<file path="src/rtl/pc_seq_pkg.sv">
// Shared definitions for the PC sequencer: state encoding, pc_src codes and opcodes.
package pc_seq_pkg;

    typedef enum logic [2:0] {
        SEQ_RESET,
        FETCH1,
        FETCH2,
        WAIT,
        IRQ
    } seq_state_e;

    localparam logic [1:0] PCSRC_REX = 2'b00;
    localparam logic [1:0] PCSRC_VEC = 2'b01;
    localparam logic [1:0] PCSRC_RD  = 2'b10;
    localparam logic [1:0] PCSRC_MEM = 2'b11;

    localparam logic [3:0] OPC_BR          = 4'd11;
    localparam logic [3:0] EXT_OPC_DEFAULT = 4'd12;

    // A single source still needs a 1-bit index.
    function automatic int irq_idx_w(input int n);
        return (n > 1) ? $clog2(n) : 1;
    endfunction

endpackage

</file>
<file path="src/rtl/pc_seq_if.sv">
// Decode/control bundle between the decode stage (master) and the PC sequencer (slave).
interface pc_seq_if #(
    parameter int NUM_IRQ = 4
);
    localparam int AW = $clog2(NUM_IRQ + 2);

    logic [NUM_IRQ-1:0] irq;
    logic               irq_en;
    logic               stall_in;
    logic [3:0]         opcode;
    logic [1:0]         brx;
    logic               branch_taken;
    logic               bypass_decode_done;

    logic               pc_en;
    logic               pc_load;
    logic               stall;
    logic               sf1;
    logic [1:0]         pc_src;
    logic [AW-1:0]      addr_src;
    logic [NUM_IRQ-1:0] int_ack;

    modport master (
        output irq, irq_en, stall_in, opcode, brx, branch_taken, bypass_decode_done,
        input  pc_en, pc_load, stall, sf1, pc_src, addr_src, int_ack
    );

    modport slave (
        input  irq, irq_en, stall_in, opcode, brx, branch_taken, bypass_decode_done,
        output pc_en, pc_load, stall, sf1, pc_src, addr_src, int_ack
    );
endinterface

</file>
<file path="src/rtl/pc_seq_irq_arb.sv">
// Lowest-index-first priority encoder: pending vector -> one-hot grant and index.
module pc_seq_irq_arb #(
    parameter int N  = 4,
    parameter int IW = 2
) (
    input  logic [N-1:0]  req,
    output logic [N-1:0]  gnt,
    output logic [IW-1:0] idx
);
    // Two's-complement trick isolates the lowest set bit.
    assign gnt = req & (~req + N'(1));

    always_comb begin
        idx = '0;
        for (int i = N - 1; i >= 0; i--)
            if (req[i]) idx = IW'(i);
    end
endmodule

</file>
<file path="src/rtl/pc_sequencer.sv">
// PC sequencer: fetch / branch / return-wait / interrupt-entry control.
// Optional PC_SEQ_PERF_CNT_EN adds a saturating stall-cycle counter port.
module pc_sequencer
    import pc_seq_pkg::*;
#(
    parameter int         NUM_IRQ     = 4,
    parameter int         WAIT_CYCLES = 2,
    parameter logic [3:0] EXT_OPC     = EXT_OPC_DEFAULT
) (
    input logic     clk,
    input logic     reset,
    pc_seq_if.slave bus
`ifdef PC_SEQ_PERF_CNT_EN
    ,
    output logic [15:0] perf_stall_cnt
`endif
);
    localparam int AW = $clog2(NUM_IRQ + 2);
    localparam int IW = irq_idx_w(NUM_IRQ);

    seq_state_e         state, nxt;
    logic [NUM_IRQ-1:0] pend, gnt;
    logic [IW-1:0]      k;
    logic [2:0]         wcnt;
    logic               loaded_q;
    logic               is_ret, is_jmp, wait_done;

    pc_seq_irq_arb #(.N(NUM_IRQ), .IW(IW)) u_arb (
        .req (pend),
        .gnt (gnt),
        .idx (k)
    );

    assign is_ret    = (bus.opcode == OPC_BR) &&  bus.brx[1];
    assign is_jmp    = (bus.opcode == OPC_BR) && !bus.brx[1];
    assign wait_done = !bus.stall_in && (wcnt == 3'(WAIT_CYCLES - 1));

    always_comb begin
        bus.pc_en    = 1'b0;
        bus.pc_load  = 1'b0;
        bus.stall    = 1'b0;
        bus.sf1      = 1'b0;
        bus.pc_src   = PCSRC_REX;
        bus.addr_src = '0;
        bus.int_ack  = '0;
        nxt          = state;
        case (state)
            SEQ_RESET: begin
                bus.pc_en    = 1'b1;
                bus.pc_load  = 1'b1;
                bus.pc_src   = PCSRC_VEC;
                bus.addr_src = AW'(1);
                nxt          = FETCH1;
            end
            FETCH1: begin
                if (bus.branch_taken) begin
                    bus.pc_en   = 1'b1;
                    bus.pc_load = 1'b1;
                    bus.pc_src  = PCSRC_REX;
                end else if (is_ret) begin
                    bus.stall = 1'b1;
                    nxt       = WAIT;
                end else if (is_jmp) begin
                    if (bus.bypass_decode_done) begin
                        bus.pc_en   = 1'b1;
                        bus.pc_load = 1'b1;
                        bus.pc_src  = PCSRC_RD;
                    end else begin
                        bus.stall = 1'b1;
                    end
                end else if (bus.irq_en && (|pend)) begin
                    nxt = IRQ;
                end else begin
                    // The PC was just loaded, so it already points at the next fetch.
                    bus.pc_en = !loaded_q;
                    if (bus.opcode == EXT_OPC) nxt = FETCH2;
                end
            end
            FETCH2: begin
                bus.pc_en = 1'b1;
                nxt       = FETCH1;
            end
            WAIT: begin
                bus.stall = 1'b1;
                if (wait_done) begin
                    bus.pc_en   = 1'b1;
                    bus.pc_load = 1'b1;
                    bus.pc_src  = PCSRC_MEM;
                    bus.stall   = 1'b0;
                    nxt         = FETCH1;
                end
            end
            IRQ: begin
                bus.pc_en    = 1'b1;
                bus.pc_load  = 1'b1;
                bus.pc_src   = PCSRC_VEC;
                bus.addr_src = AW'(2) + AW'(k);
                bus.sf1      = 1'b1;
                bus.int_ack  = gnt;
                nxt          = FETCH1;
            end
            default: nxt = SEQ_RESET;
        endcase
        // Downstream stall freezes fetch; requests are simply re-decoded next cycle.
        if (bus.stall_in && (state == FETCH1 || state == FETCH2)) begin
            bus.pc_en   = 1'b0;
            bus.pc_load = 1'b0;
            nxt         = state;
        end
    end

    always_ff @(posedge clk or posedge reset) begin
        if (reset) begin
            state    <= SEQ_RESET;
            pend     <= '0;
            wcnt     <= '0;
            loaded_q <= 1'b0;
        end else begin
            state    <= nxt;
            pend     <= (pend & ~bus.int_ack) | bus.irq;
            loaded_q <= bus.pc_load;
            if (state == WAIT && !bus.stall_in)
                wcnt <= wait_done ? 3'd0 : wcnt + 3'd1;
        end
    end

`ifdef PC_SEQ_PERF_CNT_EN
    always_ff @(posedge clk or posedge reset) begin
        if (reset)
            perf_stall_cnt <= '0;
        else if (bus.stall && perf_stall_cnt != 16'hFFFF)
            perf_stall_cnt <= perf_stall_cnt + 16'd1;
    end
`endif

endmodule

</file>
<file path="src/flat_wrapper.sv">
// flat-port wrapper written by rule: the top's interface ports become plain ports
module pc_sequencer_flat import pc_seq_pkg::*;
#(
    parameter int         NUM_IRQ     = 4,
    parameter int         WAIT_CYCLES = 2,
    parameter logic [3:0] EXT_OPC     = EXT_OPC_DEFAULT
)
  (clk, reset, bus_irq, bus_irq_en, bus_stall_in, bus_opcode, bus_brx, bus_branch_taken, bus_bypass_decode_done, bus_pc_en, bus_pc_load, bus_stall, bus_sf1, bus_pc_src, bus_addr_src, bus_int_ack);
  pc_seq_if #(.NUM_IRQ(NUM_IRQ)) bus_i ();
  input logic clk;
  input logic reset;
  input wire logic [$bits(bus_i.irq)-1:0] bus_irq;
  input wire logic [$bits(bus_i.irq_en)-1:0] bus_irq_en;
  input wire logic [$bits(bus_i.stall_in)-1:0] bus_stall_in;
  input wire logic [$bits(bus_i.opcode)-1:0] bus_opcode;
  input wire logic [$bits(bus_i.brx)-1:0] bus_brx;
  input wire logic [$bits(bus_i.branch_taken)-1:0] bus_branch_taken;
  input wire logic [$bits(bus_i.bypass_decode_done)-1:0] bus_bypass_decode_done;
  output wire logic [$bits(bus_i.pc_en)-1:0] bus_pc_en;
  output wire logic [$bits(bus_i.pc_load)-1:0] bus_pc_load;
  output wire logic [$bits(bus_i.stall)-1:0] bus_stall;
  output wire logic [$bits(bus_i.sf1)-1:0] bus_sf1;
  output wire logic [$bits(bus_i.pc_src)-1:0] bus_pc_src;
  output wire logic [$bits(bus_i.addr_src)-1:0] bus_addr_src;
  output wire logic [$bits(bus_i.int_ack)-1:0] bus_int_ack;
  assign bus_i.irq = bus_irq;
  assign bus_i.irq_en = bus_irq_en;
  assign bus_i.stall_in = bus_stall_in;
  assign bus_i.opcode = bus_opcode;
  assign bus_i.brx = bus_brx;
  assign bus_i.branch_taken = bus_branch_taken;
  assign bus_i.bypass_decode_done = bus_bypass_decode_done;
  assign bus_pc_en = bus_i.pc_en;
  assign bus_pc_load = bus_i.pc_load;
  assign bus_stall = bus_i.stall;
  assign bus_sf1 = bus_i.sf1;
  assign bus_pc_src = bus_i.pc_src;
  assign bus_addr_src = bus_i.addr_src;
  assign bus_int_ack = bus_i.int_ack;
  pc_sequencer #(.NUM_IRQ(NUM_IRQ), .WAIT_CYCLES(WAIT_CYCLES), .EXT_OPC(EXT_OPC)) u_core (.clk(clk), .reset(reset), .bus(bus_i));
endmodule
</file>
<file path="config.mk">
export PLATFORM = sky130hd
export DESIGN_NAME = pc_sequencer_flat
export DESIGN_NICKNAME = d
export VERILOG_FILES = /design/src/rtl/pc_seq_pkg.sv /design/src/rtl/pc_seq_if.sv /design/src/rtl/pc_seq_irq_arb.sv /design/src/rtl/pc_sequencer.sv /design/src/flat_wrapper.sv
export SDC_FILE = /design/constraint.sdc
export NUM_CORES = 1
export LEC_CHECK = 0
export CORE_MARGIN = 2
export CORE_UTILIZATION = 35
export CTS_BUF_LIST = sky130_fd_sc_hd__clkbuf_16
export DETAILED_ROUTE_END_ITERATION = 8
export DONT_BUFFER_PORTS = 1
export GPL_TIMING_DRIVEN = 0
export PLACE_DENSITY_LB_ADDON = 0.15
export SLEW_MARGIN = 25
export SYNTH_ARGS = -nofsm -noshare
export SYNTH_HDL_FRONTEND = slang
export SYNTH_SLANG_ARGS = --single-unit
</file>
<file path="constraint.sdc">
create_clock -name clk -period 2.2 [get_ports clk]
set_input_delay 0.44 -clock clk [delete_from_list [all_inputs] [get_ports clk]]
set_output_delay 0.44 -clock clk [all_outputs]
set_load 0.02 [all_outputs]
</file>
==> results, run 1 <==
- The flow ran to the end, but the final reports show violations.
- The final reports fail on negative setup slack.
- Clock skew on the completed layout was measured at roughly 0.0016 ns.
- The top achievable clock speed is 431.7 MHz.
- Summed over all cells, the static leakage comes to 0.4383 nW.
- The critical path startpoint category is a flip-flop.
- The number of clock buffers inserted by TritonCTS is 3.
- The met1 demand-to-capacity share in global routing is roughly a fifth.
- Counting flops and latches in the post-synthesis netlist gives 11.
- In the final routed layout, each cell accounts on average for 14.07 um.
- The count of synthesis-stage warnings from yosys is 0.
- Across all register-to-register paths, the minimum setup slack is between 0.5 and 0.6 ns.
- The deepest clock path buffer count is 2.
- The remaining number of nets flagged by the antenna check after routing is 0.
- The count of maximum capacitance violations is 0.
- The share of the synthesized area in the top cell type is roughly a third.
- Counting flops with an async set or reset pin after synthesis yields a share of 100.0%.
- The congestion estimate from routability-driven global placement came to between 0.7 and 0.8.
- Setup violations remaining at the end of the flow were counted as 1.
- Among all stages on the critical path, the largest delay is contributed by sky130_fd_sc_hd__or4b_4.
- The total overflow left after global routing is 0.
- Among all flip-flop cells after synthesis, the most frequent one is sky130_fd_sc_hd__dfrtp_1.
- The leading cell type in the layout, fill and taps excluded is sky130_fd_sc_hd__inv_1.
- The CTS tree is yes.
- The area growth from synthesis to layout is 28.55%.
- The number of distinct library cells after synthesis is 40.
- The half-perimeter wire length of the detailed placement result is 1269 um.
- Traced cell by cell, the critical path runs through or4b_4 -> or3b_4 -> o221ai_4.
- The floorplan step defined a die boundary enclosing around 2700 um^2.
- STA classifies the critical path endpoint as an output pin.
- In this run the vertical extent of the chip is 51.61 um.
- The total via count after detailed routing is approximately 710.
- The top cell types in the final layout, fill and taps aside, are sky130_fd_sc_hd__inv_1 (9), sky130_fd_sc_hd__dfrtp_1 (8), sky130_fd_sc_hd__o21ai_0 (6), sky130_fd_sc_hd__buf_4 (6).
- The relative slew slack is between 50% and 60%.
- After synthesis, the cell types taking the most area are sky130_fd_sc_hd__dfrtp_1 (35%), sky130_fd_sc_hd__o21ai_0 (4.4%), sky130_fd_sc_hd__inv_1 (3.8%).
- The layout net count is 117.
- Global routing used between 4 and 5% of the available met3 tracks.
- The fraction of final layout cells with drive strength greater than 1 is 30.61%.
- The gate count after technology mapping is 89.
- The number of cells on the worst reg-to-reg path is 2.
- When the netlist entered floorplanning its net count stood at 107.
- The endpoint of the lowest-slack register-to-register path is u_core.loaded_q.
- The finished layout holds approximately 130 standard cells, fillers aside.
- After floorplanning, the core was divided into 17 placement rows.
- The smallest clock period supported by the final layout is computed as 2.316 ns.
- The smallest setup slack after layout is -0.1164 ns.
- Measured along the x axis, the die boundary spans 51.61 um.
- The initial cell density of the core is 36.56%.
- The sum of routed wire length over all layers is roughly 1800 um.
- The number of global-route vias before repair is 640.
- The clock latency at the later pin of the worst-skew pair is 0.24 ns.
- IR analysis of the VDD net gives a maximum drop of about 0.47 mV.
- The met2 layer usage reported by global route is about a fifth.
- The path class of the tightest hold or removal check is in2async.
- The number of max-slew violations in the final report is 0.
- The count of flip-flops with a built-in enable after synthesis is 0.
- The worst path arrival time is 1.88 ns.
- The number of antenna violations at the first check in global routing is 0.
- The total inserted antenna cells is 0.
- The first detailed-routing pass took 4 iterations.
- The first global-routing pass estimated 2760 um of wire.
- In this run the number of H-tree levels came out at 1.
- The number of design-rule violations left by the first detailed-router iteration is 16.
- Sequential cells were found to cover 34.70% of the synthesized design area.
- The I/O pin total is 29.
- The via density per instance is 5.595.
- The type of the worst setup path is reg2out.
- For this design, the CTS-stage hold fixing added 0 buffers.
- After filler insertion, the fill cell instance count of the layout stands at 222.
- The tree is rooted in a sky130_fd_sc_hd__clkbuf_16.
- The leading area contributor after synthesis is sky130_fd_sc_hd__dfrtp_1.
- The number of sinks on the clock net is 11.
- Setup repair after global routing could not meet its margin everywhere.
- Measured on the finished design, the core utilization comes to 47.00%.
- The layer with the highest usage is met2.
- The core outline area is 2170 um^2.
- The total instance count after detailed placement is 117.
- In this run the critical register-to-register path is launched from u_core.state[2].
- The share of the cycle needed by the critical path after routing is 105.3%.
- Clock-pin slew was measured on the worst setup and hold paths at 0.04 ns.
- Hold is met by 0.08966 ns.
- The average instance area after synthesis is roughly 8.9 um^2.
- In this design, the stage delay of the slowest critical-path cell is between 0.5 and 0.6 ns.
- The number of hold violations in the final report is 0.
- Summing every instance area after synthesis gives 793.3 um^2.
- During placement, the flow inserted port buffers numbering 0.
- The total global-route track usage is 14.46%.
- The maximum fanout encountered on the critical timing path is 6.
- For this design the ratio of total power to cell area is 852.5 nW/um^2.
- The slew of the pin with the lowest slew margin is 0.6811 ns.
- The pin count of the biggest net entering global routing is 12.
- The post-route DRC violation count is 0.
- The endpoint required time on the critical path is 1.76 ns.
==> where the power goes <==
| group | internal, mW | switching, mW |
|---|---|---|
| logic | 0.116 | 0.143 |
| clock network | 0.239 | 0.0899 |
| registers | 0.246 | 0.0362 |
==> critical path, delay by kind of cell, from the launching register on <==
kind | cells | cell delay (ns)
compound gates | 1 | 0.25
flops | 1 | 0.43
simple gates | 2 | 0.95
==> state kept, by name, summed over array words and instances (netlist names) <==
register	flops
u_core.pend	4
u_core.loaded_q	1
u_core.state	3
u_core.wcnt	3
==> layer usage <==
metal  share of wire, %  up-vias
li1                   -      345
met1                 47      330
met2                 44       25
met3                6.0        5
met4                3.0        0
met5                  0        -
==> area by class of cell <==
cell class / instances / area [um^2] / area share, %
tap: 28 / 35.03 / 3.436
inverter: 8 / 30.03 / 2.945
sequential: 11 / 279.0 / 27.36
clock buffer: 3 / 75.07 / 7.362
multi-input combinational: 65 / 518.0 / 50.80
timing repair buffer: 6 / 45.04 / 4.417
buffer: 4 / 33.78 / 3.313
clock inverter: 1 / 3.754 / 0.3681
==> Yosys cell counts, types with 2 or more instances <==
cell and instances:
sky130_fd_sc_hd__nor2_1 7, sky130_fd_sc_hd__ha_1 2, sky130_fd_sc_hd__clkbuf_1 2, sky130_fd_sc_hd__nand3b_1 2
sky130_fd_sc_hd__and3b_1 2, sky130_fd_sc_hd__nand3_1 2, sky130_fd_sc_hd__nand2b_1 3, sky130_fd_sc_hd__a21o_1 3
sky130_fd_sc_hd__nand2_1 2, sky130_fd_sc_hd__o21ai_0 7, sky130_fd_sc_hd__nor2b_1 3, sky130_fd_sc_hd__a21oi_1 5
sky130_fd_sc_hd__inv_1 8, sky130_fd_sc_hd__or3b_1 2, sky130_fd_sc_hd__and4b_1 2, sky130_fd_sc_hd__nor4_1 2
sky130_fd_sc_hd__o221ai_1 2, sky130_fd_sc_hd__dfrtp_1 11
==> per-stage QoR <==
step / total power [mW] / setup WS, ns / TNS (ns) / area (um^2)
floorplan: 0.4620 / 0.03027 / 0 / 793.3
global placement: 0.5006 / -0.1609 / -0.1609 / 828.3
detailed placement: 0.5073 / -0.1900 / -0.1900 / 828.3
CTS: 0.8586 / -0.1043 / -0.1197 / 974.7
global route: 0.9222 / -0.1410 / -0.1602 / 1020
finish: 0.8693 / -0.1164 / -0.1164 / 1020
==> how the worst max path moves through the flow <==
stage                                from         to  cells past startpoint
after floorplan           u_core.state[2]  bus_pc_en                      3
after global placement     u_core.pend[0]  bus_pc_en                      4
after detailed placement   u_core.pend[0]  bus_pc_en                      4
after CTS                 u_core.state[2]  bus_pc_en                      3
after global routing      u_core.state[2]  bus_pc_en                      3
final                     u_core.state[2]  bus_pc_en                      3
==> repair_timing <==
action / in CTS / in global routing
gates resized for setup: 18 / 1
pin swaps: 4 / 2
endpoints found under the setup margin: 6 / 5
buffers inserted: 0 / 6
==> kinds of logic after synthesis <==
family / synth area share [%]
compound gates: 20.82
fa+ha+maj: 3.154
buf+inv: 6.940
flops: 34.70
mux: 1.419
simple gates: 32.97
Power figures use the tool's default switching activity.
==> run 2, diff against run 1 <==
--- a/config.mk
+++ b/config.mk
@@ -9,9 +9,9 @@
 export CORE_UTILIZATION = 35
 export CTS_BUF_LIST = sky130_fd_sc_hd__clkbuf_16
 export DETAILED_ROUTE_END_ITERATION = 8
-export DONT_BUFFER_PORTS = 1
 export GPL_TIMING_DRIVEN = 0
 export PLACE_DENSITY_LB_ADDON = 0.15
+export SETUP_SLACK_MARGIN = 0.2
 export SLEW_MARGIN = 25
 export SYNTH_ARGS = -nofsm -noshare
 export SYNTH_HDL_FRONTEND = slang
==> results, run 2 (synthesis results as in run 1) <==
- The die area is 2663 um^2 (unchanged).
- The pre-CTS worst setup slack is -0.9543 ns (-0.7643 ns).
- The flow ran to the end, but the final reports show violations.
- The global routing stage identified its most utilized layer as met2.
- The number of design-rule violations left by the first detailed-router iteration is 28 (+12).
- The fraction of final layout cells with drive strength greater than 1 is 42.64% (+12 points).
- The leakage power is 0.6140 nW (+40%).
- The met2 layer usage reported by global route was 29.49% (+9.4 points).
- The I/O pin total was 29 (unchanged).
- The deepest clock path buffer count was 2 (unchanged).
- The root buffer selected by CTS is sky130_fd_sc_hd__clkbuf_16.
- The critical path startpoint category is a flip-flop.
- The signal on the critical path passes through or4b_4 -> or3b_4 -> o221ai_4 -> buf_6.
- The sum of routed wire length over all layers came to 2189 um (+23%).
- The power per unit of standard cell area is 746.9 nW/um^2 (-12%).
- The number of standard cells in the layout, taps in and fillers out is 157 (+25%).
- The total inserted antenna cells is 0 (unchanged).
- The total instance count after detailed placement is 144 (+23%).
- The area growth from synthesis to layout is 71.61%.
- The post-route DRC violation count was 0 (unchanged).
- TritonCTS built the clock tree.
- The logic depth of the worst register-to-register path is 5 (+3).
- The pin count of the biggest net entering global routing is 12 (unchanged).
- The met1 demand-to-capacity share in global routing is 20.90% (+2.0 points).
- The peak supply drop came to 0.4482 mV (-4.4%).
- The die width was 51.61 um (unchanged).
- The worst path arrival time is 1.90 ns (+0.02 ns).
- The smallest setup slack after layout is -0.1438 ns (-0.02739 ns).
- The post-route core utilization is 62.75% (+16 points).
- The overall overflow remaining after global route is 0 (unchanged).
- The global-route wire length before repair is 3394 um (+23%).
- The top cell types in the final layout, fill and taps aside, are sky130_fd_sc_hd__buf_6 (10), sky130_fd_sc_hd__dfrtp_1 (10), sky130_fd_sc_hd__inv_1 (9), sky130_fd_sc_hd__clkdlybuf4s50_1 (9), sky130_fd_sc_hd__buf_4 (8).
- Setup repair after global routing could not meet its margin everywhere.
- The number of hold violations in the final report is 0 (unchanged).
- The worst-case clock skew is 0.005621 ns (+0.004039 ns).
- The setup TNS is -0.2868 ns (-0.1705 ns).
- The minimum clock period is 2.344 ns (+0.02739 ns).
- The worst setup path is of the reg2out kind.
- The clock-pin slew on the worst setup and hold paths is 0.05 ns (about the same).
- The power after layout is 1.017 mW (+17%).
- The endpoint identified for the worst register-to-register timing path is u_core.pend[2].
- The total via count after detailed routing is 840 (+19%).
- The number of antenna violations at the first check in global routing was 0 (unchanged).
- The met3 layer usage reported by global route is 2.299% (-1.7 points).
- The number of hold buffers added after CTS is 0 (unchanged).
- The number of clock buffers inserted by TritonCTS came to 3 (unchanged).
- The relative slew slack was 71.02% (+17 points).
- The largest registers in the layout are u_core.pend x4, u_core.state x3, u_core.wcnt x3.
- Ranked by flip-flop count, first place goes to u_core.pend.
- The half-perimeter wire length of the detailed placement result is 1337 um (+5.4%).
- The number of endpoints failing setup at the final stage is 3 (+2).
- The number of I/O port buffers is 27 (+27).
- The via density per instance was 5.350 (-4.4%).
- The share of the cycle needed by the critical path after routing was 106.5% (+1.2 points).
- The routed length per placed instance is 13.94 um (-0.91%).
- The number of max-slew violations in the final report was 0 (unchanged).
- The number of sinks on the clock net is 11 (unchanged).
- The final reports fail on negative setup slack.
- The remaining number of nets flagged by the antenna check after routing is 0 (unchanged).
- The top achievable clock speed is 426.7 MHz (-1.2%).
- STA classifies the critical path endpoint as an output pin.
- The endpoint required time on the critical path is 1.76 ns (about the same).
- The layout net count came to 148 (+26%).
- The final weighted congestion in routability-driven placement is 0.8640 (+18%).
- The y dimension of the die is 51.61 um (unchanged).
- The number of rows created at floorplan is 17 (unchanged).
- The core outline area is 2170 um^2 (unchanged).
- The count of maximum capacitance violations is 0 (unchanged).
- The path class of the tightest hold or removal check is in2async.
- The flip-flop count of the largest register after layout is 4 (unchanged).
- The peak per-stage delay on the critical path was 0.55 ns (about the same).
- The library cell contributing the largest single delay on the critical path is sky130_fd_sc_hd__or4b_4.
- The number of search-and-repair iterations in the first detailed-routing pass came to 4 (unchanged).
- The H-tree depth is 1 (unchanged).
- The register-to-register setup slack is 0.53 ns (-0.03 ns).
- The initial cell density of the core was 36.56% (unchanged).
- The clock latency at the later pin of the worst-skew pair is 0.24 ns (about the same).
- The slew of the pin with the lowest slew margin was 0.4342 ns (-0.2469 ns).
- The number of global-route vias before repair was 743 (+16%).
- The total global-route track usage came to 17.61% (+3.2 points).
- The number of fill cells is 204 (-8.1%).
- The maximum fanout encountered on the critical timing path is 2 (-4).
- The launch instance of the worst register-to-register path is u_core.state[0].
## run 2: cell types whose count changed in the layout (fill, tap and decap cells not counted), sizes merged
cell / previous run / this run
dlygate4sd2: 0 / 4
clkdlybuf4s50: 0 / 9
buf: 7 / 23
clkdlybuf4s15: 0 / 1
clkbuf: 6 / 7
## run 2: worst max-delay path: cells and delay by family (launching register included)
family | cells | cell delay (ns)
buffers and inverters | 1 | 0.15
AOI/OAI and AO/OA | 1 | 0.16
DFF | 1 | 0.40
and+or+nand+nor | 2 | 0.95
## run 2: what timing repair did
action / 4_1_cts / 5_1_grt
setup endpoints to repair: 13 / 13
pin swaps: 7 / 1
hold endpoints to repair: 0 / 0
setup buffers: 8 / 1
resized for setup: 89 / 16
## run 2: layer usage
layer | wire (um) | vias up
met2 | 1064 | 42
met5 | 0 | -
met4 | 74 | 0
met1 | 909 | 386
li1 | - | 405
met3 | 140 | 7
## run 2: where the power goes
| part | leakage [nW] | total [mW] | switching (mW) | internal, mW |
|---|---|---|---|---|
| combinational | 0.452 | 0.403 | 0.194 | 0.210 |
| sequential | 0.120 | 0.279 | 0.0339 | 0.245 |
| clock | 0.0423 | 0.335 | 0.0958 | 0.239 |
| total | 0.614 | 1.02 | 0.324 | 0.693 |
## run 2: worst max-delay path by stage
stage / startpoint / to / slack [ns]
global placement: bus_stall_in / bus_pc_en / -0.96
floorplan: u_core.state[2] / bus_pc_en / 0.12
global route: u_core.state[0] / bus_pc_en / -0.19
CTS: u_core.state[2] / bus_pc_en / -0.15
finish: u_core.state[2] / bus_pc_en / -0.14
detailed placement: bus_stall_in / bus_pc_en / -0.95
## run 2: through the flow
stage,hold WS (ns),instance area [um^2]
after floorplan,0.2924,810.8
after global placement,0.5212,1116
after detailed placement,0.5365,1116
after CTS,0.5159,1309
after global routing,0.5493,1361
final,0.5000,1361
## run 2: area by class of cell
class                           count  area [um^2]  area share [%]
Buffer                              5        40.04           2.941
Clock buffer                        3        75.07           5.515
Clock inverter                      1        3.754          0.2757
Inverter                            8        30.03           2.206
Multi-Input combinational cell     65        585.6           43.01
Sequential cell                    11        276.5           20.31
Tap cell                           28        35.03           2.574
Timing Repair Buffer               36        315.3           23.16
